`config.mk`:
```
export PLATFORM = sky130hd
export DESIGN_NAME = time_set_sequencer
export DESIGN_NICKNAME = d
export VERILOG_FILES = /design/src/rtl/time_set_sequencer.sv
export SDC_FILE = /design/constraint.sdc
export NUM_CORES = 1
export LEC_CHECK = 0
export BUFFER_PORTS_ARGS = -buffer_cell sky130_fd_sc_hd__clkbuf_2
export CORE_MARGIN = 1.5
export CORE_UTILIZATION = 40
export DETAILED_ROUTE_END_ITERATION = 8
export SLEW_MARGIN = 20
export SYNTH_ARGS = -nofsm -noshare
export SYNTH_HDL_FRONTEND = slang
export SYNTH_SLANG_ARGS = --single-unit
```
`constraint.sdc`:
```
create_clock -name clk -period 5 [get_ports clk]
set_clock_uncertainty 0.05 [all_clocks]
set_input_delay 0.5 -clock clk [delete_from_list [all_inputs] [get_ports clk]]
set_output_delay 0.5 -clock clk [all_outputs]
set_load 0.01 [all_outputs]
```
`src/rtl/time_set_sequencer.sv`:
```
// time_set_sequencer
//   Takes a target hour/minute over a valid/ready port and drives the
//   digital_clock time-set switches (SW) to load it. The sequence is an hour
//   strobe, a one-cycle gap, then a minute strobe. After a settle period the
//   clock's readback is compared with the target. On a mismatch the load is
//   repeated up to MAX_RETRY times.
//
// Ports
//   clk        system clock
//   reset      asynchronous, active-low reset
//   req_valid  request valid
//   req_ready  request can be accepted (IDLE only)
//   req_hour   target hour, binary (0..23)
//   req_min    target minute, binary (0..59)
//   cur_hour   hour readback from digital_clock
//   cur_min    minute readback from digital_clock
//   sw_out     SW drive: [15] hour strobe, [14] minute strobe,
//              [10:6] hour data, [5:0] minute data
//   busy       request in progress
//   done       one-cycle pulse, load verified
//   err        one-cycle pulse, request rejected or retries exhausted
module time_set_sequencer #(
  parameter int unsigned HOLD_CYCLES   = 2,
  parameter int unsigned SETTLE_CYCLES = 2,
  parameter int unsigned MAX_RETRY     = 3
) (
  input  logic        clk,
  input  logic        reset,
  input  logic        req_valid,
  output logic        req_ready,
  input  logic [4:0]  req_hour,
  input  logic [5:0]  req_min,
  input  logic [4:0]  cur_hour,
  input  logic [5:0]  cur_min,
  output logic [15:0] sw_out,
  output logic        busy,
  output logic        done,
  output logic        err
);

  typedef enum logic [3:0] {
    IDLE, CHECK, LOAD_H, GAP1, LOAD_M, SETTLE, VERIFY, DONE, ERR
  } state_t;

  state_t      state, state_d;
  logic [3:0]  cnt;
  logic [2:0]  retry;
  logic        retry_inc;
  logic        regap;
  logic        armed;
  logic [4:0]  hour_q;
  logic [5:0]  min_q;

  logic        accept;
  logic        in_range;
  logic        min_wrap;
  logic [5:0]  nxt_min;
  logic [4:0]  nxt_hour;
  logic        match;

  // armed keeps req_ready low until the first edge after reset release.
  assign req_ready = (state == IDLE) && armed;
  assign accept    = req_valid && req_ready;
  assign in_range  = (hour_q <= 5'd23) && (min_q <= 6'd59);

  // Target plus one minute, so a natural clock tick during the load passes.
  assign min_wrap = (min_q == 6'd59);
  assign nxt_min  = min_wrap ? '0 : min_q + 6'd1;
  assign nxt_hour = min_wrap ? ((hour_q == 5'd23) ? '0 : hour_q + 5'd1) : hour_q;
  assign match    = ((cur_hour == hour_q)   && (cur_min == min_q)) ||
                    ((cur_hour == nxt_hour) && (cur_min == nxt_min));

  always_ff @(posedge clk or negedge reset) begin
    if (!reset) begin
      state  <= IDLE;
      cnt    <= '0;
      retry  <= '0;
      regap  <= 1'b0;
      armed  <= 1'b0;
      hour_q <= '0;
      min_q  <= '0;
    end else begin
      armed <= 1'b1;
      state <= state_d;
      if (state_d != state) begin
        cnt <= '0;
      end else if (cnt != 4'hF) begin
        cnt <= cnt + 4'd1;
      end
      if (accept) begin
        hour_q <= req_hour;
        min_q  <= req_min;
      end
      if ((state == DONE) || (state == ERR)) begin
        retry <= '0;
      end else if (retry_inc) begin
        retry <= retry + 3'd1;
      end
      // GAP1 is shared: after a failed verify it leads back to LOAD_H,
      // otherwise (between the strobes) it leads on to LOAD_M.
      if (state == VERIFY) begin
        regap <= (state_d == GAP1);
      end else if (state == GAP1) begin
        regap <= 1'b0;
      end
    end
  end

  always_comb begin
    state_d   = state;
    retry_inc = 1'b0;
    unique case (state)
      IDLE:   if (accept) state_d = CHECK;
      CHECK:  state_d = in_range ? LOAD_H : ERR;
      LOAD_H: if (cnt == 4'(HOLD_CYCLES - 1)) state_d = GAP1;
      GAP1:   state_d = regap ? LOAD_H : LOAD_M;
      LOAD_M: if (cnt == 4'(HOLD_CYCLES - 1)) state_d = SETTLE;
      SETTLE: if (cnt == 4'(SETTLE_CYCLES - 1)) state_d = VERIFY;
      VERIFY: begin
        if (match) begin
          state_d = DONE;
        end else if (retry < 3'(MAX_RETRY)) begin
          state_d   = GAP1;
          retry_inc = 1'b1;
        end else begin
          state_d = ERR;
        end
      end
      DONE:   state_d = IDLE;
      ERR:    state_d = IDLE;
      default: state_d = IDLE;
    endcase
  end

  always_comb begin
    sw_out = '0;
    // Data fields stay 0 for out-of-range requests so a rejected request
    // never presents anything on SW.
    if ((state != IDLE) && in_range) begin
      sw_out[10:6] = hour_q;
      sw_out[5:0]  = min_q;
    end
    sw_out[15] = (state == LOAD_H);
    sw_out[14] = (state == LOAD_M);
  end

  assign busy = (state != IDLE);
  assign done = (state == DONE);
  assign err  = (state == ERR);

endmodule

```
# Word level (Yosys, flattened, before mapping)
# Cells that the tools add are included.
# W data, S select, Z words.
# op_classes
addsub,4
n_eq_ne,18
muxes,22
n_lt_le_gt_ge,3
reduce_logical,13
# ops
cell,n
$mux W4,9
$pmux W4 S7,1
$eq A4 B3 Y1 const B,4
$eq A4 B2 Y1 const B,3
$eq A6 B6 Y1,2
$mux W11,1
$eq A5 B5 Y1,2
$mux W5,2
$mux W3,3
$eq A4 B1 Y1 const B,2
$add A6 B1 Y6 const B,1
$eq A6 B6 Y1 const B,1
$le A6 B6 Y1 const B,1
$logic_and A1 B1 Y1,6
$mux W6,1
$reduce_bool A2 Y1,3
$add A5 B1 Y5 const B,1
$eq A5 B5 Y1 const B,1
$le A5 B5 Y1 const B,1
$mux W1,5
$add A4 B1 Y4 const B,1
$eq A4 B4 Y1 const B,1
$logic_not A4 Y1,1
$ne A4 B4 Y1,1
other kinds (5),6
# word_totals
register_bits,24
wordCells,67
inputBits,25

# Depth between registers and ports, before layout
# depth
word_depth,10
ltp_mapped,8

# Worst setup path after synthesis
# No wires, ideal clock.
# synth_path
kind,reg-to-reg
startpoint,register min_q[1]
endpoint,register retry[2]
synth_period_minus_slack_ps,2350
path_slack_ps,2650
arrival_time_ps,2178
stages_incl_launch_ff,9
required_ps,4828
cell_sequence,dfrtp_1 ha_1 nand2b_2 or4_4 and3_1 a211oi_1 a41o_2 nor2_2 a32o_1
# synth_between
elab_chain_cells,8
# synth_lines
item,line,source
from (decl),52,logic [5:0] min_q;
from (signal assigned),92,min_q <= req_min;
$add A6 B1 Y6 / $eq A6 B6 Y1 (equally long branches),"68, 67",
$mux W6 / $mux W5 (equally long branches),"68, 69",
$eq A6 B6 Y1 / $eq A5 B5 Y1 (equally long branches),71,((cur_hour == nxt_hour) && (cur_min == nxt_min));
$logic_and A1 B1 Y1,71,
$logic_or A1 B1 Y1 *,70,assign match = ((cur_hour == hour_q) && (cur_min == min_q)) ||
$mux W1 *,120,if (match) begin
$mux W1 *,112,unique case (state)
$reduce_bool A2 Y1 (no source line) *,--,
to (signal assigned),97,retry <= retry + 3'd1;
to (decl),47,logic [2:0] retry;
# Mark *: on every way between the ends. The rest lies on a longest branch, timed or not.
# A chain may end at the register's enable or synchronous reset.

# Worst setup path in the final report
# layout_path
startpoint,register hour_q[0]
endpoint,output port sw_out[0]
# layout_between
elab_chain_cells,4
# layout_lines
item,line,source
from (decl),51,logic [4:0] hour_q;
from (signal assigned),91,hour_q <= req_hour;
$le A5 B5 Y1,64,assign in_range = (hour_q <= 5'd23) && (min_q <= 6'd59);
$logic_and A1 B1 Y1,64,
$logic_and A1 B1 Y1,139,if ((state != IDLE) && in_range) begin
$mux W11,139,
to (decl),35,"output logic [15:0] sw_out,"
# No other way between the ends.

==> results by group <==
STA
  – Setup violators final: 0
  – Hold Worst Slack: 0.174 ns
  – Final period utilization: 54.6%
  – Setup_tns: 0 ns
  – Peak Freq: 366 MHz
  – Hold Vio Cnt, Final: 0
  – Fin. max-slew vios: 0
  – Tmin final: 2.73 ns
  – Worst setup margin: 2.27 ns
  – Worst-Margin Slew: 0.665 ns
  – Max_slew headroom: 55.6%
  – RSZ-0062 raised after global routing: false

Pwr
  – Peak supply drop: 0.000221 V
  – Internal: 0.660 mW
  – Power per cell area: 573 nW/um^2
  – Psw: 0.545 mW
  – Sequential share of power: 36.0%
  – LEAKAGE: 0.953 nW
  – Combinational Power Share: 53.1%
  – Switching share of power: 45.2%
  – Clock power share: 10.8%

Yosys
  – Top-count cell post-synth: dfrtp_1
  – Post-synth top area share: 32.6%
  – Sequential fraction of the synthesis area: 32.6%
  – Dominant synthesized flop cell: dfrtp_1
  – Synth top cells by count: dfrtp_1, xor2_1, and2_1
  – Yosys top cell by area: dfrtp_1
  – Async S/R FF share, synth: 100%
  – Post-synthesis cell area: 1840 um^2
  – Unique cell type count in the Yosys netlist: 51
  – Cells after Synth: 201
  – Post-synth EDFFs: 0
  – Synth top area cells: dfrtp_1, mux2_2, xor2_1
  – Ys Warns: 0
  – Synth Register Bits: 24
  – Syn Area/Cell: 9.16 um^2

Route
  – Pre-antenna DRT Iters: 4
  – Routed len/inst: 13.8 um
  – # DRC: 0
  – WL final: 3.96 mm
  – Detail Route Antenna Nets: 0
  – Vias: 1575
  – Initial DRC Count: 118
  – Vias per std cell: 5.49

Worst setup path
  – Setup CP Type: flop to primary output
  – CP required: 4.45 ns
  – R2r startpoint: min_q[1]
  – Crit Path Max Fanout: 11
  – Setup crit start: hour_q[0]
  – R2R cell count: 8
  – Critical Path Start Type: flop
  – Crit path capture type: primary output
  – Worst EP arrival: 2.18 ns

Run
  – Max Cap Violations: 0

Clock tree
  – Gates resized, CTS repair: 0
  – Longest Clk Path Bufs: 2
  – CTS tree: built
  – Clk slew on worst S/H paths: 0.08 ns
  – Post-CTS Repair Setup Buffers: 0
  – Post-CTS Hold Fix Bufs: 0
  – Clock sink total: 24
  – Root Buffer: clkbuf_8
  – Num CTS Buffers: 3
  – CTS HTree Levels: 1
  – Clk_lat worst skew: 0.26 ns

GRT
  – Vias in the first global route: 1510
  – Largest net degree at the start of global routing: 25
  – Initial antenna violation count: 0
  – First-pass GRT wire length: 6.86 mm
  – Total GRT Usage: 16.7%
  – GRT overflow: 0

Min path
  – Hold Crit Class: input port to async pin

Placed design
  – GPL Wtd Cong: 0.842
  – DP Worst Slack: 2.40 ns
  – HPWL after detailed placement: 3.03 mm
  – Cells after DPL: 283
  – DP Area: 2050 um^2
  – IO buf count: 41

Finish
  – Layout cells sized above 1: 29.4%
  – Final net count: 266
  – Syn-to-layout area delta: 14.3%
  – Cell area after layout: 2100 um^2
  – Non-filler cells, final: 287
  – # diodes: 0

Die
  – I/O pins: 45
  – Starting Density: 42.0%
  – # rows: 24
  – Die Y: 70.8 um
  – Chip Width: 70.8 um
  – Core Area: 4380 um^2
  – Die area: 5020 um^2

Run status
  – Status: finished clean
[worst paths after layout]
| path | slack (ns) | endpoint |
|---|---|---|
| setup / recovery | 2.27 | sw_out[0] |
| hold / removal | 0.17 | cnt[0] |
| setup reg to reg | 2.36 | retry[2] |
| hold reg to reg | 0.43 | regap |
| max in group asynchronous | 4.34 | hour_q[1] |
| min in group clk | 0.41 | min_q[3] |
[worst max-delay path, cell delays in order, from the launching register on]
cell and delay, ns:
dfrtp_1 0.46, ha_1 0.31, o21bai_1 0.10, a22o_1 0.22
nor2_1 0.47, and2_1 0.21, clkbuf_2 0.13
[registers in the layout (all words and copies together), names as in the netlist]
register,count
hour_q,5
retry,3
armed,1
state,4
min_q,6
regap,1
cnt,4
[layout make-up]
type,count,area (um^2)
fillers,423,2280
repair buffers,41,205
multi-input cells,160,1150
inverters,6,22.5
clock buffers,4,55.1
flip-flops and latches,24,601
well taps,52,65.1
[power by group through the flow]
stage               clock, mW  combinational, mW  sequential (mW)
floorplan                   0              0.557            0.345
CTS                     0.136              0.650            0.434
detailed placement          0              0.645            0.438
finish                  0.131              0.640            0.434
global placement            0              0.646            0.437
global route            0.141              0.718            0.456
[through the flow]
step                      util, %  total power, mW
final                        48.0             1.20
after global routing         48.0             1.32
after CTS                    48.0             1.22
after detailed placement     46.7             1.08
after global placement       46.7             1.08
after floorplan                 -            0.902
[kinds of logic after synthesis]
| group | after synthesis | synth area share [%] |
|---|---|---|
| adder cells (fa/ha/maj) | 5 | 3.40 |
| AND/OR/NAND/NOR | 72 | 23.8 |
| XOR/XNOR | 20 | 9.52 |
| other | 2 | 0.408 |
| flip-flops | 24 | 32.6 |
| multiplexers | 14 | 8.36 |
| buffers and inverters | 19 | 5.03 |
| AO/OA/AOI/OAI | 45 | 16.9 |
[layer usage]
layer / wire length [um] / vias up / global-route usage [%]
li1: - / 787 / -
met1: 1860 / 749 / 22.6
met2: 1920 / 35 / 27.1
met3: 136 / 4 / 1.85
met4: 44 / 0 / 7.13
met5: 0 / - / 0
[cell usage in the layout, fill, tap and decap left out, types with 2 or more instances in the layout]
master,Yosys,layout
clkbuf_2,0,41
dfrtp_1,24,24
xor2_1,14,14
and2_1,12,12
nor2_1,11,11
mux2_2,11,11
a21oi_1,10,10
nand2_1,8,8
nor3_1,7,7
o21ai_0,7,7
inv_1,6,6
xnor2_1,6,6
nand3_1,5,5
o211ai_1,5,5
ha_1,5,5
a2111oi_0,4,4
conb_1,2,4
clkbuf_8,0,4
nand2b_1,3,3
a31oi_1,3,3
mux2i_1,3,3
a22oi_1,3,3
nand4_1,3,3
nor4b_1,2,2
nor4_1,2,2
a21o_1,2,2
or2_2,2,2
nand2b_2,2,2
and3_1,2,2
and4b_1,2,2
o21bai_1,2,2
a22o_1,2,2
nand3b_1,2,2
(Power assumes the default switching activity.)
